--- src/rtl/string_detector_sched.sv ---
// string_detector_sched: round-robin frame scheduler for the 4-bit serial
// pattern detector. It grants one requester per frame, streams FRAME_LEN bits
// through a shift/match/lockout datapath, flushes for FLUSH_LEN cycles, then
// holds the match count on a valid/ready result port until it is accepted.
module string_detector_sched #(
  parameter int FRAME_LEN = 20,
  parameter int FLUSH_LEN = 4,
  parameter int CNT_W     = 5
) (
  input  logic             clk,
  input  logic             rst_n,
  input  logic             req_a,
  input  logic             req_b,
  input  logic [3:0]       pat_a,
  input  logic [3:0]       pat_b,
  input  logic             bit_a,
  input  logic             bit_b,
  output logic             gnt_a,
  output logic             gnt_b,
  output logic             res_valid,
  input  logic             res_ready,
  output logic [CNT_W-1:0] res_count,
  output logic             res_id,
  output logic             busy
);

  localparam int BW = $clog2(FRAME_LEN + 1);
  localparam int FW = $clog2(FLUSH_LEN + 1);
  localparam logic [BW-1:0] LAST_BIT = BW'(FRAME_LEN - 1);
  localparam logic [FW-1:0] LAST_FL  = FW'(FLUSH_LEN - 1);

  typedef enum logic [1:0] {IDLE, RUN, FLUSH, REPORT} state_t;

  state_t           state_q;
  logic             ptr_q;      // 0 = favour A, 1 = favour B
  logic             owner_q;    // 0 = A, 1 = B
  logic [3:0]       pat_q;
  logic [3:0]       shreg_q;
  logic [BW-1:0]    bitcnt_q;   // bits already shifted this frame
  logic [FW-1:0]    flcnt_q;
  logic [1:0]       lock_q;
  logic [CNT_W-1:0] cnt_q;
  logic             gnt_a_q, gnt_b_q, res_valid_q, res_id_q, busy_q;
  logic [CNT_W-1:0] res_count_q;

  logic       sel_d;
  logic       bit_own;
  logic [3:0] win_d;
  logic       match_d;

  // Owner selection in IDLE and the match test on the window after this shift
  always_comb begin
    sel_d   = (req_a && req_b) ? ptr_q : req_b;
    bit_own = owner_q ? bit_b : bit_a;
    win_d   = {shreg_q[2:0], bit_own};
    match_d = (win_d == pat_q) && (bitcnt_q >= BW'(3)) && (lock_q == 2'd0);
  end

  // Frame FSM with registered grant/result/busy outputs
  always_ff @(posedge clk) begin
    if (!rst_n) begin
      state_q     <= IDLE;
      ptr_q       <= 1'b0;
      owner_q     <= 1'b0;
      pat_q       <= '0;
      shreg_q     <= '0;
      bitcnt_q    <= '0;
      flcnt_q     <= '0;
      lock_q      <= '0;
      cnt_q       <= '0;
      gnt_a_q     <= 1'b0;
      gnt_b_q     <= 1'b0;
      res_valid_q <= 1'b0;
      res_count_q <= '0;
      res_id_q    <= 1'b0;
      busy_q      <= 1'b0;
    end else begin
      case (state_q)
        IDLE: begin
          if (req_a || req_b) begin
            owner_q  <= sel_d;
            pat_q    <= sel_d ? pat_b : pat_a;
            shreg_q  <= '0;
            bitcnt_q <= '0;
            lock_q   <= '0;
            cnt_q    <= '0;
            gnt_a_q  <= ~sel_d;
            gnt_b_q  <= sel_d;
            busy_q   <= 1'b1;
            state_q  <= RUN;
          end
        end
        RUN: begin
          shreg_q  <= win_d;
          bitcnt_q <= bitcnt_q + BW'(1);
          if (match_d) begin
            cnt_q  <= (cnt_q == '1) ? cnt_q : cnt_q + CNT_W'(1);
            lock_q <= 2'd3;
          end else if (lock_q != 2'd0) begin
            lock_q <= lock_q - 2'd1;
          end
          if (bitcnt_q == LAST_BIT) begin
            gnt_a_q <= 1'b0;
            gnt_b_q <= 1'b0;
            flcnt_q <= '0;
            state_q <= FLUSH;
          end
        end
        FLUSH: begin
          shreg_q <= '0;
          if (flcnt_q == LAST_FL) begin
            res_valid_q <= 1'b1;
            res_count_q <= cnt_q;
            res_id_q    <= owner_q;
            state_q     <= REPORT;
          end else begin
            flcnt_q <= flcnt_q + FW'(1);
          end
        end
        REPORT: begin
          if (res_ready) begin
            res_valid_q <= 1'b0;
            ptr_q       <= ~owner_q;
            busy_q      <= 1'b0;
            state_q     <= IDLE;
          end
        end
        default: state_q <= IDLE;
      endcase
    end
  end

  assign gnt_a     = gnt_a_q;
  assign gnt_b     = gnt_b_q;
  assign res_valid = res_valid_q;
  assign res_count = res_count_q;
  assign res_id    = res_id_q;
  assign busy      = busy_q;

endmodule

--- config.mk ---
export PLATFORM = sky130hd
export DESIGN_NAME = string_detector_sched
export DESIGN_NICKNAME = d
export VERILOG_FILES = /design/src/rtl/string_detector_sched.sv
export SDC_FILE = /design/constraint.sdc
export NUM_CORES = 1
export LEC_CHECK = 0
export CORE_ASPECT_RATIO = 0.5
export CORE_MARGIN = 3
export CORE_UTILIZATION = 45
export CTS_CLUSTER_DIAMETER = 30
export DETAILED_ROUTE_END_ITERATION = 8
export PLACE_DENSITY_LB_ADDON = 0.08
export SLEW_MARGIN = 30
export SYNTH_ARGS = -nofsm -noshare
export SYNTH_HDL_FRONTEND = slang
export SYNTH_SLANG_ARGS = --single-unit
--- constraint.sdc ---
create_clock -name clk -period 2.1 [get_ports clk]
set_input_delay 0.63 -clock clk [delete_from_list [all_inputs] [get_ports clk]]
set_output_delay 0.63 -clock clk [all_outputs]
set_load 0.02 [all_outputs]
# [Word level (Yosys, flattened, before mapping)]
# Cells that the tools add are included.
[word_totals] input_bits=15 reg_bits=36 output_inout_bits=10 elab_cells=93
[classes] n_addsub=4 mux=32 bitwise=2 reduce_logical=24 order_cmp=1 eq_ne=15
[ops] op="5-bit one-hot mux with 2 select lines" n=2
[ops] op="5-bit two-way mux" n=3
[ops] op="3-bit AND reduction" n=5
[ops] op="2-bit two-way mux" n=7
[ops] op="2-bit inequality test (second input constant)" n=7
[ops] op="5-bit by 1-bit adder with 5-bit output (second input constant)" n=2
[ops] op="5-bit equality test (second input constant)" n=2
[ops] op="2-bit AND reduction" n=5
[ops] op="2-bit nonzero test" n=5
[ops] op="3-bit two-way mux" n=3
[ops] op="3-bit one-hot mux with 3 select lines" n=1
[ops] op="1-bit two-way mux" n=8
[ops] op="1-bit one-hot mux with 2 select lines" n=4
[ops] op="2-bit one-hot mux with 4 select lines" n=1
[ops] op="4-bit AND reduction" n=2
[ops] op="3-bit one-hot mux with 2 select lines" n=1
[ops] op="5-bit by 2-bit greater-or-equal comparator with 1-bit output (second input constant)" n=1
[ops] op="2-bit equality test (second input constant)" n=2
[ops] op="4-bit equality test" n=1
[ops] op="2-bit zero test" n=2
[ops] op="4-bit two-way mux" n=1
[ops] op="2-bit one-hot mux with 2 select lines" n=1
[ops] op="3-bit by 1-bit adder with 3-bit output (second input constant)" n=1
[ops] op="3-bit by 2-bit equality test with 1-bit output (second input constant)" n=1
[ops] op="7 further kinds" n=10

# [Depth between registers and ports, before layout]
[depth] word_depth=6 depth_mapped=8 depth_no_buf=7

# [Worst setup path before layout]
# No wires, ideal clock.
[synth_timing] path_type="register to register" start="reg state_q[0]" end="reg cnt_q[3]" arrival_time_ns=1.701 required_time_ns=1.980 path_buffers=1 period_less_slack_ns=1.821 stages_incl_launch_ff=9 slack_ns=0.279 setup_ns=0.120 path_cell_list="dfxtp_1 -> inv_1 -> ha_1 -> nor3b_2 -> or2_2 -> clkbuf_1 -> nand3_1 -> o21ai_0 -> a211o_2"
[synth_via] elab_chain_cells=3 word_cells_on_any_way=8 cone_classes="eq/ne: 4; mux: 1; reduce/logical: 3"
[synth_lines] element="from (decl)" line="34" source="state_t state_q;"
[synth_lines] element="from (signal assigned)" line="62" source="state_q <= IDLE;"
[synth_lines] element="from (signal assigned)" line="90" source="state_q <= RUN;"
[synth_lines] element="from (signal assigned)" line="106" source="state_q <= FLUSH;"
[synth_lines] element="2-bit by 1-bit equality test with 1-bit output / 2-bit zero test (equally long branches)" line="78" source="case (state_q)"
[synth_lines] element="2-bit inequality test (no line) / 2-bit nonzero test (equally long branches)"
[synth_lines] element="4-bit AND reduction (no line)"
[synth_lines] element="to (signal assigned)" line="97" source="cnt_q <= (cnt_q == '1) ? cnt_q : cnt_q + CNT_W'(1);"
[synth_lines] element="to (decl)" line="42" source="logic [CNT_W-1:0] cnt_q;"
# Several ways; a longest one is shown, not always the timed one.
# A chain may end at the register's enable or synchronous reset.

# [Final worst setup path]
[layout_timing] start="in bit_b" end="reg cnt_q[0]"
[layout_via] elab_chain_cells=6
[layout_lines] element="from (decl)" line="17" source="input logic bit_b,"
[layout_lines] element="1-bit two-way mux" line="54" source="bit_own = owner_q ? bit_b : bit_a;"
[layout_lines] element="4-bit equality test" line="56" source="match_d = (win_d == pat_q) && (bitcnt_q >= BW'(3)) && (lock_q == 2'd0);"
[layout_lines] element="1-bit logical AND (2 in series)" line="56"
[layout_lines] element="2-bit inequality test (no line)"
[layout_lines] element="4-bit AND reduction (no line)"
# No other way between the ends.

==> implementation parameters <==
Parameter                              Value

Drt
  Wirelength per Cell ... 12.87 µm
  Overall via count from detail_route ... around 1600
  Number of violations reported at the end of detailed-routing iteration 0 ... 83
  Post-route antenna net violation count ... 0
  First-pass iteration count of the detailed router ... 4
  Mean number of vias per cell ... roughly 5.2
  Routed WL ... 3849 µm
  Number of remaining DRC errors ... 0

Logic synthesis
  Number of synthesis warnings ... 0
  Async set-or-reset flop fraction in the synthesized netlist ... 0%
  Adder-cell share of the synthesized area ... approximately 7%
  Syn Std Cell Area ... roughly 1800 µm²
  Post-synthesis mux area share ... just over 5%
  Post-synthesis compound-gate area fraction ... 16.61%
  Simple-gate area share of the yosys netlist ... between 20% and 30%
  Number of instances in the synthesized netlist ... roughly 200
  Yosys top cell by area ... dfxtp_1
  Number of synthesized register bits ... 36
  Proportion of synthesized chip area in sequential cells ... between 40% and 50%
  Synth area leaders ... dfxtp_1, ha_1, nor2_1
  Area share of xor/xnor cells in the synthesized design ... 3.448%
  Yosys top cell area share ... 40.53%
  Dominant register cell in the synthesized netlist ... dfxtp_1
  Synth cell types ... 40
  Mean post-synth cell area ... between 8 and 9 µm²
  Post-Syn Nets ... 229
  Combinational family with the most area after synthesis ... simple AND/OR/NAND/NOR gates
  Count of flip-flops with a built-in enable after synthesis ... 0

Clock tree
  Count of cells resized by post-cts repair ... 0
  CTS tree ... built
  Source-to-sink clock delay at the later pin of the worst-skew pair ... around 290 ps
  CTS buffer count ... 5
  Register clock-pin slew on the reported worst setup and hold paths ... around 70 ps
  Number of H-tree levels ... 2
  Number of buffers on the longest clock path ... 2
  Clock sinks ... 36
  Root buffer cell ... clkbuf_8

Global route
  GRT overflow ... 0
  Number of antenna violations at the first check in global routing ... 0
  Maximum number of pins on one net before global-route repair ... 15
  Vias in the first global route ... around 1400
  Global-route usage over all layers ... 17.83%
  First-pass GRT wire length ... 6520 µm

Timing
  Time the worst path needs with I/O delays and setup ... ~2000 ps
  Timing-limited maximum frequency ... 0.4864 GHz
  Worst max-slew margin expressed relative to the limit ... between 70% and 80%
  Worst clock skew ... roughly 7 ps
  Worst slew pin tran ... roughly 430 ps
  Number of slew-limit violations in the final report ... 0
  Setup-violating endpoint count in the final report ... 0
  Portion of the clock cycle consumed by the worst path in the final layout ... 97.91%
  Total count of hold-check failures in the final report ... 0

Critical path
  Data arrival time of the critical path ... 2230 ps
  Endpoint required time on the critical path ... 2280 ps
  Kind of end point of the critical path ... flop
  Critical Setup Path Class ... input port to flop
  Critical path startpoint category ... input port
  Highest fanout seen on the critical path ... 4

Die
  Die extent in y ... 50.45 µm
  Core ar. ... ~3600 µm²
  Initial cell density of the core ... 49.34%
  Total die area ... 4787 µm²
  Number of primary I/O pins ... 25
  Die Span X ... 94.90 µm
  Count of standard-cell rows ... 15

Cells and area
  Post-route standard cell area excluding fillers ... around 2300 µm²
  Filler cells ... 308
  Total Nets Final ... 273
  Growth of design area from synthesis to finish ... 29.49%
  Share of cells above drive strength 1 ... between 15 and 20%
  Number of antenna repair diodes ... 0
  Non-filler cells in the finished layout ... about 300

Worst hold path
  Type of the tightest min-delay check ... flop to flop

Flow run
  Max-cap viol count ... 0

Placed design
  Quantity of I/O buffers inserted on ports ... 24
  Dpl hpwl ... 3012 µm
  Final weighted congestion in routability-driven placement ... 0.7861
  # placed instances ... 291
  Instance area after placement ... 2198 µm²

Power and ir drop
  Standby leakage power ... 0.9320 nW
  Peak supply drop ... ~0.51 mV
  Cell area power density ... 996.9 nW/µm²

Outcome
  Outcome ... complete, no violations
==> Yosys cell counts, types with 3 or more instances <==
cell / instances
inv_1: 9
nor2_1: 28
o21ai_0: 5
nand4b_1: 3
dfxtp_1: 36
xor2_1: 3
a22oi_1: 7
nand3_1: 14
xnor2_1: 4
a211oi_1: 4
mux2i_1: 8
a21oi_1: 13
ha_1: 10
and3_1: 3
clkbuf_1: 7
nor2b_1: 3
nand2_1: 17
==> cells by family after synthesis <==
family,after synthesis
AND/OR/NAND/NOR,82
AO/OA/AOI/OAI,43
flip-flops,36
buffers and inverters,17
adder cells (fa/ha/maj),10
multiplexers,9
XOR/XNOR,7
==> registers in the layout, indices dropped and copies added (netlist names), 2 cells and up <==
name and cells:
state_q 2, pat_q 4, flcnt_q 3, cnt_q 5
res_count 5, lock_q 2, shreg_q 3, bitcnt_q 5
==> per-stage QoR <==
| step | hold slack, ps | setup WS, ps | setup TNS (ps) | utilization (%) | total power (W) |
|---|---|---|---|---|---|
| detailed placement | 448.4 | -261.3 | -1691 | 61.01 | 0.001787 |
| global route | 486.8 | -1.714 | -1.714 | 63.89 | 0.002457 |
| floorplan | 444.4 | 279.0 | 0 | - | 0.001414 |
| CTS | 457.7 | 17.64 | 0 | 63.68 | 0.002319 |
| finish | 453.2 | 43.98 | 0 | 63.89 | 0.002295 |
| global placement | 446.2 | -213.5 | -1434 | 61.01 | 0.001775 |
==> final cells by class <==
cell class / count / area, µm² / share of cell area (%)
Timing Repair Buffer: 44 / 390.4 / 16.96
Sequential cell: 36 / 720.7 / 31.30
Multi-Input combinational cell: 151 / 993.5 / 43.15
Clock buffer: 7 / 96.34 / 4.185
Tap cell: 51 / 63.81 / 2.772
Inverter: 10 / 37.54 / 1.630
==> cell usage in the layout (no fill, tap or decap), drive strengths merged, types with 2 or more instances in the layout <==
master         Yosys  routed
nand2b             2       2
o21ai              6       6
nand3             14      14
dfxtp             36      36
nand4              2       2
o21a               2       2
xor2               3       3
a22oi              7       7
o31ai              2       2
a211oi             4       4
nor4               3       3
xnor2              4       4
mux2i              8       8
nor2              28      28
nand2             17      17
clkbuf             7       7
clkdlybuf4s50      0      24
nor2b              3       3
a21oi             14      14
and3               4       4
a22o               2       2
ha                10      10
buf                0      20
inv                9       9
nor3               2       2
nand4b             3       3
==> metal layers <==
layer / up-vias / wire, µm / track usage (%) / share of wire, %
met1: 713 / 1976 / 25.00 / 51
met3: 2 / 278 / 5.240 / 7.2
li1: 813 / - / - / -
met4: 0 / 8 / 5.742 / 0.21
met2: 36 / 1586 / 26.14 / 41
met5: - / 0 / 0 / 0
==> critical path, stage by stage <==
cell and delay (ps):
clkdlybuf4s50_1 450, mux2i_1 100, xnor2_1 380, nor4_4 90, buf_4 160, and3_4 180
mux2_2 250
==> report_power, final <==
part	switching [W]	internal, W	total (W)
clock	0.000232	0.000292	0.000524
sequential	0.0000616	0.000762	0.000824
combinational	0.000526	0.000422	0.000947
total	0.000819	0.00148	0.00229
==> path summary, 6_finish.rpt <==
path | start | endpoint | slack, ps | cells past startpoint
max reg2reg | cnt_q[0]$_SDFFE_PN0P_ | cnt_q[0]$_SDFFE_PN0P_ | 90 | 8
min reg2reg | res_count[4]$_SDFFE_PN0P_ | res_count[4]$_SDFFE_PN0P_ | 450 | 2
min | res_count[4]$_SDFFE_PN0P_ | res_count[4]$_SDFFE_PN0P_ | 450 | 2
max | bit_b | cnt_q[0]$_SDFFE_PN0P_ | 40 | 7
==> repair_timing <==
action	in CTS	in global routing
endpoints found under the setup margin	0	1
buffers inserted	0	1
hold endpoints to repair	0	0
hold buffers	0	0
Note: power is estimated with default switching activity, not from simulation.
